==> src/rtl/dbg_read_arbiter.sv <==
// Round-robin sequencer for the byte-wide debug readout mux.
// Optional DBG_SWI_WRITE_EN: SWI override register written by 0100xxxv commands.
module dbg_read_arbiter #(
  parameter int RD_LAT = 2
) (
  input  logic       clk,
  input  logic       reset,
  input  logic       h_req,
  input  logic [7:0] h_cmd,
  output logic       h_gnt,
  output logic       h_rvalid,
  output logic [7:0] h_rdata,
  input  logic       s_req,
  input  logic [7:0] s_cmd,
  output logic       s_gnt,
  output logic       s_rvalid,
  output logic [7:0] s_rdata,
  output logic [7:0] mux_sel,
  input  logic [7:0] mux_data,
  output logic [7:0] SWI_JTAG,
  output logic       busy
);

  if ((RD_LAT < 1) || (RD_LAT > 7)) begin : g_bad_lat
    $error("dbg_read_arbiter: RD_LAT must be 1..7");
  end

  typedef enum logic {IDLE, WAIT} state_t;

  state_t     state, state_n;
  logic [2:0] cnt, cnt_n;
  // last/owner: 1 = scanner, 0 = host
  logic       last, last_n;
  logic       owner, owner_n;
  logic [7:0] sel_n, hrd_n, srd_n;
  logic       hg_n, sg_n, hv_n, sv_n;
  logic       pick_s;
  logic [7:0] win_cmd;

  assign pick_s  = s_req & (~h_req | ~last);
  assign win_cmd = pick_s ? s_cmd : h_cmd;
  assign busy    = (state != IDLE);

`ifdef DBG_SWI_WRITE_EN
  logic [7:0] swi, swi_n;
  assign SWI_JTAG = swi;
`else
  assign SWI_JTAG = 8'h00;
`endif

  always_comb begin
    state_n = state;
    cnt_n   = cnt;
    last_n  = last;
    owner_n = owner;
    sel_n   = mux_sel;
    hrd_n   = h_rdata;
    srd_n   = s_rdata;
    hg_n    = 1'b0;
    sg_n    = 1'b0;
    hv_n    = 1'b0;
    sv_n    = 1'b0;
`ifdef DBG_SWI_WRITE_EN
    swi_n   = swi;
`endif
    unique case (state)
      IDLE: begin
        if (h_req | s_req) begin
          state_n = WAIT;
          sel_n   = win_cmd;
          cnt_n   = 3'(RD_LAT - 1);
          last_n  = pick_s;
          owner_n = pick_s;
          hg_n    = ~pick_s;
          sg_n    = pick_s;
`ifdef DBG_SWI_WRITE_EN
          if (win_cmd[7:4] == 4'b0100)
            swi_n[win_cmd[3:1]] = win_cmd[0];
`endif
        end
      end
      WAIT: begin
        if (cnt != 3'd0) begin
          cnt_n = cnt - 3'd1;
        end else begin
          state_n = IDLE;
          if (owner) begin
            srd_n = mux_data;
            sv_n  = 1'b1;
          end else begin
            hrd_n = mux_data;
            hv_n  = 1'b1;
          end
        end
      end
    endcase
  end

  always_ff @(posedge clk) begin
    if (reset) begin
      state    <= IDLE;
      cnt      <= 3'd0;
      last     <= 1'b1;
      owner    <= 1'b0;
      mux_sel  <= 8'h00;
      h_rdata  <= 8'h00;
      s_rdata  <= 8'h00;
      h_gnt    <= 1'b0;
      s_gnt    <= 1'b0;
      h_rvalid <= 1'b0;
      s_rvalid <= 1'b0;
`ifdef DBG_SWI_WRITE_EN
      swi      <= 8'h00;
`endif
    end else begin
      state    <= state_n;
      cnt      <= cnt_n;
      last     <= last_n;
      owner    <= owner_n;
      mux_sel  <= sel_n;
      h_rdata  <= hrd_n;
      s_rdata  <= srd_n;
      h_gnt    <= hg_n;
      s_gnt    <= sg_n;
      h_rvalid <= hv_n;
      s_rvalid <= sv_n;
`ifdef DBG_SWI_WRITE_EN
      swi      <= swi_n;
`endif
    end
  end

endmodule

==> config.mk <==
export PLATFORM = sky130hd
export DESIGN_NAME = dbg_read_arbiter
export DESIGN_NICKNAME = d
export VERILOG_FILES = /design/src/rtl/dbg_read_arbiter.sv
export SDC_FILE = /design/constraint.sdc
export NUM_CORES = 1
export LEC_CHECK = 0
export CAP_MARGIN = 40
export CORE_ASPECT_RATIO = 0.75
export CORE_MARGIN = 2
export CORE_UTILIZATION = 40
export CTS_CLUSTER_SIZE = 12
export DETAILED_ROUTE_END_ITERATION = 8
export HOLD_SLACK_MARGIN = 0.08
export PLACE_DENSITY = 0.89
export SYNTH_ARGS = -nofsm -noshare
export SYNTH_HDL_FRONTEND = slang
export SYNTH_SLANG_ARGS = --single-unit
==> constraint.sdc <==
create_clock -name clk -period 3.9 [get_ports clk]
set_input_delay 0.39 -clock clk [delete_from_list [all_inputs] [get_ports clk]]
set_output_delay 0.39 -clock clk [all_outputs]
set_load 0.005 [all_outputs]
==> metrics <==
Clock Sinks=34; CP Class=in -> reg; R2R Setup Slk=about 2200 ps; DP HPWL=roughly 2500 µm; Async SR Flop Fraction=0%; Crit-path slowest cell=clkdlybuf4s50_1; Num CTS Buffers=5; Layout Area Growth over Synthesis=42.2%; Worst Setup End Kind=flop; WP data required=4060 ps; vias in the first global route=approximately 1200; outcome=completed; first-pass GRT wire length=slightly above 5000 µm; # H-tree levels=2; first-pass iteration count of the detailed router=4; Rows=18; Worst Path Arrival=a little over 2000 ps; Finished Layout Cells=249; Overall Global Routing Usage=about 17%; die area=about 4000 µm²; Clock Tree Buf Depth=2; Pwr Total=around 0.0008 W; post-layout instance area=1990 µm²; antenna violations before repair=0; reg-to-reg startpoint=cnt[0]; Hold Vio Cnt, Final=0; clk slew on worst S/H paths=roughly 60 ps; final wirelength=approximately 3300 µm; maximum clock rate=528 MHz; fraction of layout cells with a size suffix above 1=under 10%; Placer Congestion=between 0.7 and 0.8; Post-CTS Setup Inserts=0; hold_sp=s_rdata[1]; max-capacitance violation count=0; clk_skew=approximately 3.3 ps; Final setup viols=0; Final ANT Viol Nets=0; number of synthesized flops with an enable pin=0; via density per instance=4.97; Main synth FF type=dfxtp_1; Final #Nets=approximately 240; CP startpoint=reset; Port-buffer cells=56; Remaining DRCs=0; via count=1237; Max Used Layer=met4; Synth Register Bits=34; sequential share of the synthesized area=48.7%; I/O pin count=between 60 and 70; DR WL/cell=~13 µm; complex-gate fraction of the synthesized area=a little under a fifth; Max IR drop VDD=178 µV; post-route minimum period=around 1900 ps; R2R depth=6; Syn Inst Count=roughly 160; pin count of the biggest net entering global routing=27; crit share post-route=48.6%; Hold Path End=s_rdata[1]; Core Box Area=3310 µm²; CP max stage delay=1070 ps; initial core utilization=between 40% and 50%; met3 WL=157 µm; Simple-Gate Fraction of Synth Area=14.8%; worst-path fanout max=26; critical path startpoint category=input pin; Fillers=roughly 280; netlist area before placement=1400 µm²; worst-margin pin slew=916 ps; Critical Path, Cell by Cell=clkdlybuf4s50_1 -> inv_1 -> o21ai_0 -> a21oi_1; dpl cells=around 240; Power per Cell Area=between 300 and 400 nW/µm²; worst rel slew slack=38.7%; Clk Tree Root Cell=clkbuf_8; Synth Area in Adders=under 10%; RSZ-0062 raised after global routing=false; met1 wire length=1370 µm; Reg2Reg Capture Point=h_rdata[6]; Post-CTS Resized=0; die width=between 70 and 80 µm; Placed Area=1910 µm²; setup TNS=0 ps; CTS tree=yes; Hold Path Depth=2; clk_lat worst skew=roughly 280 ps; post-synthesis mux area share=roughly 5.7%; met2 wire len=around 1700 µm; worst min-delay path category=reg -> reg; largest family of logic cells by synthesized area=compound AO/OA/AOI/OAI gates; Avg Synthesized Cell Area=approximately 9 µm²; Lkg Pwr=around 0.81 nW; library cells used by synthesis=28; Final Slew Violations=0; XOR/XNOR Fraction of Synth Area=0%; n_diodes=0; Die Height=approximately 55 µm; yosys warns=0; drt initial violations=65; grt total ovfl=0; CTS Hold Bufs=0
[state kept, by name, indices dropped and copies added (netlist names)]
signal    flops
mux_sel       8
s_rvalid      1
s_rdata       8
h_rdata       8
owner         1
last          1
h_gnt         1
busy          1
h_rvalid      1
s_gnt         1
cnt           3
[kinds of logic after synthesis]
logic type,Yosys count
buf+inv,20
fa+ha+maj,2
compound gates,42
flops,34
other cells,1
simple gates,48
mux,8
[report_power, final]
part	switching, W	internal, W	total, W
logic	0.0000657	0.0000878	0.000154
registers	0.0000155	0.000371	0.000387
clock network	0.000116	0.000123	0.000238
[layout make-up]
type                       instances  area (µm²)  share of cell area (%)
inverter                           4        15.0                   0.756
clock buffer                       7        76.3                    3.84
sequential                        34         681                    34.3
multi-input combinational        108         604                    30.4
tap                               40        50.0                    2.52
timing repair buffer              56         561                    28.2
[cells in the mapped netlist, types with 3 or more instances]
cell type / n / area share (%)
a21oi_1: 25 / 9.0
buf_2: 3 / 1.1
buf_4: 8 / 4.3
buf_6: 4 / 3.2
dfxtp_1: 34 / 49
inv_1: 4 / 1.1
mux2i_1: 8 / 5.7
nand2_1: 24 / 6.4
nor2_1: 13 / 3.5
o21ai_0: 8 / 2.9
[cells in the final DEF (no fill, tap or decap), drive strengths merged, types with 2 or more instances in the layout]
cell	Yosys	layout
clkdlybuf4s50	0	56
dfxtp	34	34
a21oi	25	25
nand2	24	24
nor2	14	14
mux2i	8	8
o21ai	8	8
conb	1	8
clkbuf	1	7
inv	4	4
nand3	2	2
nor3	2	2
nand2b	2	2
nor3b	2	2
a31oi	2	2
ha	2	2
[worst max path at each step]
stage	to	slack [ps]	cells after the start
floorplan	h_rdata[1]	2570	7
global placement	mux_sel[2]	1810	4
detailed placement	mux_sel[0]	1760	4
CTS	mux_sel[0]	2040	4
global route	mux_sel[0]	1830	4
finish	mux_sel[0]	2010	4
[critical path: cells and delay by family]
kind | cells | cell delay [ps]
AO/OA/AOI/OAI | 2 | 260
buffers and inverters | 2 | 1400
[through the flow]
stage               worst slack, ps  hold slack, ps  utilization (%)
finish                         2010             456             60.0
global route                   1830             481             60.0
CTS                            2040             458             60.0
detailed placement             1760             450             57.7
global placement               1810             447             57.7
floorplan                      2570             453                -
[routing by layer]
layer | vias to the layer above | GRT usage [%]
li1 | 613 | -
met1 | 586 | 18.5
met2 | 31 | 32.9
met3 | 7 | 3.62
met4 | 0 | 8.49
met5 | - | 0
Power figures use the tool's default switching activity.
